**config.mk**
```make
export PLATFORM = sky130hd
export DESIGN_NAME = swc_lost_pck_free_req
export DESIGN_NICKNAME = d
export VERILOG_FILES = /design/src/rtl/swc_lost_pck_free_req.sv
export SDC_FILE = /design/constraint.sdc
export NUM_CORES = 1
export LEC_CHECK = 0
export ABC_AREA = 1
export ABC_CLOCK_PERIOD_IN_PS = 2600
export BUFFER_PORTS_ARGS = -buffer_cell sky130_fd_sc_hd__buf_2
export CAP_MARGIN = 0
export CORE_MARGIN = 4
export CORE_UTILIZATION = 40
export DETAILED_ROUTE_END_ITERATION = 7
export GPL_TIMING_DRIVEN = 0
export PLACE_DENSITY = 0.68
export SYNTH_ARGS = -nofsm -noshare
export SYNTH_HDL_FRONTEND = slang
export SYNTH_SLANG_ARGS = --single-unit
```
**constraint.sdc**
```tcl
create_clock -name clk -period 2.6 [get_ports clk]
set_input_delay 0.78 -clock clk [delete_from_list [all_inputs] [get_ports clk]]
set_output_delay 0.78 -clock clk [all_outputs]
set_load 0.005 [all_outputs]
```
**src/rtl/swc_lost_pck_free_req.sv**
```systemverilog
// Lost-packet force-free requester: queues dropped head-page addresses and issues one
// force-free request at a time to the deallocator, re-issuing on timeout.
module swc_lost_pck_free_req #(
  parameter int unsigned PAGE_ADDR_BITS = 10,
  parameter int unsigned FIFO_DEPTH     = 4,
  parameter int unsigned TIMEOUT_CYCLES = 1024
) (
  input  logic                          clk,
  input  logic                          rst,
  input  logic                          drop_i,
  input  logic [PAGE_ADDR_BITS-1:0]     drop_pgaddr_i,
  output logic                          full_o,
  output logic [$clog2(FIFO_DEPTH):0]   pending_o,
  output logic                          force_free_o,
  output logic [PAGE_ADDR_BITS-1:0]     pgaddr_free_o,
  input  logic                          force_free_done_i,
  output logic [15:0]                   freed_cnt_o,
  output logic                          overflow_o,
  output logic                          timeout_o
);

  localparam int unsigned PtrW    = $clog2(FIFO_DEPTH);
  localparam int unsigned CntW    = PtrW + 1;
  localparam int unsigned TmoW    = (TIMEOUT_CYCLES > 1) ? $clog2(TIMEOUT_CYCLES) : 1;
  localparam bit          TmoEn   = (TIMEOUT_CYCLES != 0);
  localparam logic [TmoW-1:0] TmoLast = TmoW'(TIMEOUT_CYCLES - 1);

  typedef enum logic [1:0] {StIdle, StReq, StWait} state_e;

  state_e                      state_q, state_d;
  logic [PAGE_ADDR_BITS-1:0]   mem_q [FIFO_DEPTH];
  logic [PtrW-1:0]             wr_ptr_q, rd_ptr_q;
  logic [CntW-1:0]             count_q, count_d;
  logic                        full_q, full_d;
  logic                        ff_q, ff_d;
  logic [PAGE_ADDR_BITS-1:0]   pg_q, pg_d;
  logic [TmoW-1:0]             tmo_q, tmo_d;
  logic [15:0]                 freed_q, freed_d;
  logic                        ovf_q, ovf_d;
  logic                        tout_q, tout_d;
  logic                        push, pop;

  // A drop arriving while full is lost even if a pop happens on the same edge.
  assign push    = drop_i & ~full_q;
  assign ovf_d   = ovf_q | (drop_i & full_q);
  assign count_d = count_q + CntW'(push) - CntW'(pop);
  assign full_d  = (count_d == CntW'(FIFO_DEPTH));

  always_comb begin
    state_d = state_q;
    ff_d    = 1'b0;
    pg_d    = pg_q;
    tmo_d   = tmo_q;
    freed_d = freed_q;
    tout_d  = tout_q;
    pop     = 1'b0;
    unique case (state_q)
      StIdle: begin
        if (count_q != '0) begin
          state_d = StReq;
          ff_d    = 1'b1;
          pg_d    = mem_q[rd_ptr_q];
        end
      end
      StReq: begin
        state_d = StWait;
        tmo_d   = '0;
      end
      StWait: begin
        if (force_free_done_i) begin
          pop     = 1'b1;
          freed_d = freed_q + 16'd1;
          state_d = StIdle;
        end else if (TmoEn && (tmo_q == TmoLast)) begin
          tout_d  = 1'b1;
          ff_d    = 1'b1;
          state_d = StReq;
        end else begin
          tmo_d = tmo_q + TmoW'(1);
        end
      end
      default: state_d = StIdle;
    endcase
  end

  always_ff @(posedge clk or posedge rst) begin
    if (rst) begin
      state_q  <= StIdle;
      wr_ptr_q <= '0;
      rd_ptr_q <= '0;
      count_q  <= '0;
      full_q   <= 1'b0;
      ff_q     <= 1'b0;
      pg_q     <= '0;
      tmo_q    <= '0;
      freed_q  <= '0;
      ovf_q    <= 1'b0;
      tout_q   <= 1'b0;
    end else begin
      state_q  <= state_d;
      count_q  <= count_d;
      full_q   <= full_d;
      ff_q     <= ff_d;
      pg_q     <= pg_d;
      tmo_q    <= tmo_d;
      freed_q  <= freed_d;
      ovf_q    <= ovf_d;
      tout_q   <= tout_d;
      if (push) wr_ptr_q <= wr_ptr_q + PtrW'(1);
      if (pop)  rd_ptr_q <= rd_ptr_q + PtrW'(1);
    end
  end

  // Storage needs no reset; validity is tracked by count_q.
  always_ff @(posedge clk) begin
    if (push) mem_q[wr_ptr_q] <= drop_pgaddr_i;
  end

  assign full_o        = full_q;
  assign pending_o     = count_q;
  assign force_free_o  = ff_q;
  assign pgaddr_free_o = pg_q;
  assign freed_cnt_o   = freed_q;
  assign overflow_o    = ovf_q;
  assign timeout_o     = tout_q;

endmodule
```
### Word level (Yosys, flattened, before mapping)

Memory sizes are Yosys's and may differ from the RTL's. A register that Yosys moved wholly into a read port is not among the register bits.
Index checks and enable logic that the tools add are counted.

| word-level totals | value |
|---|---|
| register bits after elaboration | 39 |
| latch bits | 0 |
| RAM bits | 40 |
| ROM bits | 0 |
| input bits | 14 |
| output and inout port bits | 33 |
| logic and storage cells | 53 |
| memories kept | 1 |

Memory list:

| name | depth | bits a word | rd ports | clocked after Yosys merged registers in | wr ports | line | RTL |
|---|---|---|---|---|---|---|---|
| mem_q | 4 | 10 | 1 | 1 | 1 | 31 | `logic [PAGE_ADDR_BITS-1:0] mem_q [FIFO_DEPTH];` |

| operators by class | value |
|---|---|
| $add $sub $neg | 6 |
| $mul | 0 |
| div/mod/pow operators | 0 |
| order comparisons | 0 |
| eq/ne operators | 8 |
| shifts and indexed selects | 0 |
| multiplexer cells | 15 |
| bitwise gates (word level) | 5 |
| reductions and logical operators | 8 |

Operators with widths:

| operator | count |
|---|---|
| $mux 10 | 2 |
| $pmux 10 s2 | 1 |
| $add 16x1->16 const B | 1 |
| $add 10x1->10 const B | 1 |
| $eq 10x10->1 const B | 1 |
| $mux 1 | 7 |
| $mux 2 | 3 |
| $ne 2x2->1 const B | 3 |
| $pmux 2 s3 | 1 |
| $reduce_and 2->1 | 3 |
| $reduce_and 3->1 | 2 |
| $add 2x1->2 const B | 2 |
| $add 3x1->3 | 1 |
| $eq 3x3->1 const B | 1 |
| $ne 3x3->1 const B | 1 |
| $reduce_bool 3->1 | 1 |
| $sub 3x1->3 | 1 |
| $and 1x1->1 | 2 |
| $eq 2x1->1 const B | 1 |
| $eq 2x2->1 const B | 1 |
| $logic_not 2->1 | 1 |
| $not 1->1 | 2 |
| $pmux 1 s2 | 1 |
| $reduce_bool 2->1 | 1 |
| $or 1x1->1 | 1 |

### Longest topological paths before layout

| depth | value |
|---|---|
| depth after elaboration | 5 |
| gate-level depth with buffers | 9 |
| mapped depth without buffers | 9 |

### Worst setup path before layout

OpenSTA, ideal clock, no wires.

| timing | value |
|---|---|
| kind | input to register |
| from | in drop_i |
| to | reg full_q, in the netlist full_o |
| library setup time | 86 ps |
| arrival time | 2072 ps |
| data required time | 2514 ps |
| slack | 442 ps |
| stages on the path | 8 |
| buffers on the path | 0 |
| cells stage by stage | inv_1 > nor2_1 > xnor2_1 > ha_1 > inv_1 > fa_1 > inv_1 > nor3_1 |

| between the ends | value |
|---|---|
| cells in the longest elaborated chain, start to end | 4 |

RTL lines:

| what | line | RTL |
|---|---|---|
| start, declared | 10 | `input logic drop_i,` |
| $and 1x1->1 | 44 | `assign push = drop_i & ~full_q;` |
| $add 3x1->3 | 46 | `assign count_d = count_q + CntW'(push) - CntW'(pop);` |
| $sub 3x1->3 | 46 |  |
| via count_d[1] | 33 | `logic [CntW-1:0] count_q, count_d;` |
| $eq 3x3->1 | 47 | `assign full_d = (count_d == CntW'(FIFO_DEPTH));` |
| via full_d | 34 | `logic full_q, full_d;` |
| end signal, assigned | 102 | `full_q <= full_d;` |
| end, declared | 34 |  |

The timed path passes the listed nets, and every way through them passes these cells.
A chain may end at the register's enable or synchronous reset.

### Worst setup path after layout

| timing | value |
|---|---|
| from | in drop_i |
| to | mem mem_q[3][2], enable pin |

| between the ends | value |
|---|---|
| cells in the longest elaborated chain, start to end | 3 |

RTL lines:

| what | line | RTL |
|---|---|---|
| $and 1x1->1 | 44 |  |
| $mux 1 | 116 | `if (push) mem_q[wr_ptr_q] <= drop_pgaddr_i;` |
| $mux 1 (implied by the code) | 116 |  |
| end, declared | 31 |  |

No other way between the ends.

==> results.sh <==
export IMPL_reg2reg_depth=3
export IMPL_yosysWarnings=0
export IMPL_antenna_found_initial=1
export IMPL_grt_pass1_wl_um=13300
export IMPL_maxCapViolations=0
export IMPL_end_kind="register"
export IMPL_max_vdd_ir_drop_mv=0.362
export IMPL_drive_above_1_share=0.174
export IMPL_clock_latency_ns=0.34
export IMPL_max_freq_mhz=455
export IMPL_dpl_hpwl_um=5350
export IMPL_n_fill_cell=917
export IMPL_clockRootBuffer="clkbuf_8"
export IMPL_hold_violations=0
export IMPL_grt_usage=0.146
export IMPL_setup_viol=0
export IMPL_critical_path_class="input pin to register"
export IMPL_die_area_mm2=0.0115
export IMPL_portBuffers=46
export IMPL_holdBufCountCts=0
export IMPL_ys_seq_area_frac=0.615
export IMPL_r2r_end="mem_q[3][2]$_DFFE_PP_"
export IMPL_r2r_start="full_o$_DFF_PP0_"
export IMPL_reg2reg_slack_ns=0.53
export IMPL_leakagePower_nw=2.07
export IMPL_rsz0062_at_grt="false"
export IMPL_whs_ns=0.419
export IMPL_layoutNonFillerInstCount=594
export IMPL_post_cts_buffers=0
export IMPL_dr_pass1_iters=4
export IMPL_seq_area_mm2=0.00243
export IMPL_drtIter0Drc=170
export IMPL_worst_pin_slew_ns=0.958
export IMPL_worstPathMaxFanout=10
export IMPL_ctsResizeCount=0
export IMPL_core_mm2=0.00968
export IMPL_diodes=0
export IMPL_final_cell_mix="89 x nand2_1, 63 x nor2_1, 49 x dfrtp_1, 47 x buf_2, 40 x edfxtp_1"
export IMPL_cts_buffers=9
export IMPL_tns_ns=0
export IMPL_syn_area_mm2=0.00395
export IMPL_vias=2696
export IMPL_antenna_left=0
export IMPL_fin_crit_ns=2.20
export IMPL_cpMaxStageDelayCell="nor2_1"
export IMPL_via_per_inst=4.54
export IMPL_multi_input_area_mm2=0.00133
export IMPL_layout_nets=478
export IMPL_max_clock_path_buffers=2
export IMPL_fin_util=0.470
export IMPL_io_pins=47
export IMPL_die_x_um=107
export IMPL_clkSinkCount=89
export IMPL_maxSlewViolCount=0
export IMPL_period_share=0.845
export IMPL_slowest_delay_ns=0.75
export IMPL_avgSynthCellArea_um2=9.92
export IMPL_overflow=0
export IMPL_synthToLayoutAreaGrowth_pct=15.3
export IMPL_gp_congestion=0.794
export IMPL_crit_arrival_ns=2.16
export IMPL_path_clk_slew_ns=0.08
export IMPL_layout_commonest_cell="nand2_1"
export IMPL_start_util=0.408
export IMPL_route_detailed_drc=0
export IMPL_cp_start_kind="input pin"
export IMPL_dp_cells=578
export IMPL_grt_pass1_vias=2758
export IMPL_syn_nets=420
export IMPL_path_cells="buf_2 > inv_1 > nor2_1 > inv_1 > nor2_1"
export IMPL_ys_types=31
export IMPL_netlist_instances=398
export IMPL_routed_wl_um=7660
export IMPL_power_density_mw_per_mm2=954
export IMPL_crit_buf_inv=3
export IMPL_grt_max_degree=33
export IMPL_fin_skew_ns=0.00947
export IMPL_relSlewSlack=0.359
export IMPL_wl_per_cell_um=12.9
export IMPL_min_path_type="input pin to asynchronous set/reset pin"
export IMPL_cp_top_family="simple AND/OR/NAND/NOR gates"
export IMPL_required_ns=2.57
export IMPL_status="complete, no violations"
export IMPL_synth_seq_cells=89
export IMPL_htreeDepth=3
export IMPL_die_h_um=107
export IMPL_rows=36
export IMPL_cts_tree="done"
==> state kept, by name (all words and copies together), names as in the netlist <==
name	count
force_free_o	1
freed_cnt_o	16
full_o	1
mem_q	40
overflow_o	1
pending_o	3
pgaddr_free_o	10
rd_ptr_q	2
state_q	2
timeout_o	1
tmo_q	10
wr_ptr_q	2
==> how the worst max path moves through the flow <==
stage,from,endpoint,slack [ns],cells past startpoint
2_1_floorplan,drop_i,full_o$_DFF_PP0_,0.44,8
3_5_place_dp,drop_i,mem_q[1][9]$_DFFE_PP_,-0.03,5
5_1_grt,drop_i,mem_q[3][2]$_DFFE_PP_,0.24,5
6_report,drop_i,mem_q[3][2]$_DFFE_PP_,0.40,5
3_3_place_gp,rst,pgaddr_free_o[3]$_DFFE_PP0P_,-0.04,2
4_1_cts,drop_i,mem_q[1][6]$_DFFE_PP_,0.34,5
==> metrics by stage <==
stage / total power [W] / setup slack [ns] / cell area [um^2]
after floorplan: 0.00296 / 0.442 / 3950
after CTS: 0.00441 / 0.335 / 4550
after detailed placement: 0.00348 / -0.0340 / 4370
after global routing: 0.00472 / 0.236 / 4550
after global placement: 0.00342 / -0.0354 / 4350
final: 0.00434 / 0.403 / 4550
==> cell type report <==
type	count	share of cell area
Buffer	9	0.00934
Clock buffer	15	0.0344
Clock inverter	1	0.00660
Inverter	41	0.0338
Multi-Input combinational cell	259	0.291
Sequential cell	89	0.533
Tap cell	133	0.0365
Timing Repair Buffer	47	0.0550
==> layer usage <==
layer  vias to the layer above  track usage  share of wire
met5                         -            0        0.00091
met1                      1250        0.195           0.47
met2                        44        0.233           0.47
met4                         2       0.0514          0.014
met3                         9       0.0366          0.044
li1                       1391            -              -
==> cell usage after synthesis <==
master | instances | area share
nand2_4 | 1 | 0.0029
buf_6 | 1 | 0.0029
buf_2 | 1 | 0.0013
o21ai_1 | 4 | 0.0051
fa_1 | 1 | 0.0051
o21ai_2 | 2 | 0.0044
nor2_4 | 3 | 0.0086
nand3b_1 | 1 | 0.0019
dfrtp_1 | 49 | 0.31
nor2_1 | 63 | 0.060
nand3_4 | 1 | 0.0044
a21o_1 | 1 | 0.0019
nand3_2 | 1 | 0.0025
nor2_2 | 2 | 0.0032
nand4_1 | 3 | 0.0048
nor3_1 | 2 | 0.0025
clkbuf_1 | 7 | 0.0067
nand2_2 | 6 | 0.0095
o21ai_0 | 29 | 0.037
o21bai_1 | 1 | 0.0019
xnor2_1 | 7 | 0.016
mux2_2 | 1 | 0.0029
xor2_1 | 12 | 0.027
inv_1 | 39 | 0.037
nand2_1 | 89 | 0.085
edfxtp_1 | 40 | 0.30
ha_1 | 7 | 0.022
nor3b_1 | 1 | 0.0019
a31oi_1 | 1 | 0.0016
inv_2 | 2 | 0.0019
nand3_1 | 20 | 0.025
==> cell families after synthesis <==
logic type	after synthesis	synth area share
adder cells (fa/ha/maj)	8	0.0272
XOR/XNOR	19	0.0421
AND/OR/NAND/NOR	193	0.212
multiplexers	1	0.00285
buffers and inverters	50	0.0497
AO/OA/AOI/OAI	38	0.0516
flip-flops	89	0.615
==> where the power goes <==
part           internal [W]  switching (W)
clock              0.000474       0.000452
combinational      0.000500       0.000907
sequential          0.00182       0.000191
Note: power is estimated with default switching activity, not from simulation.
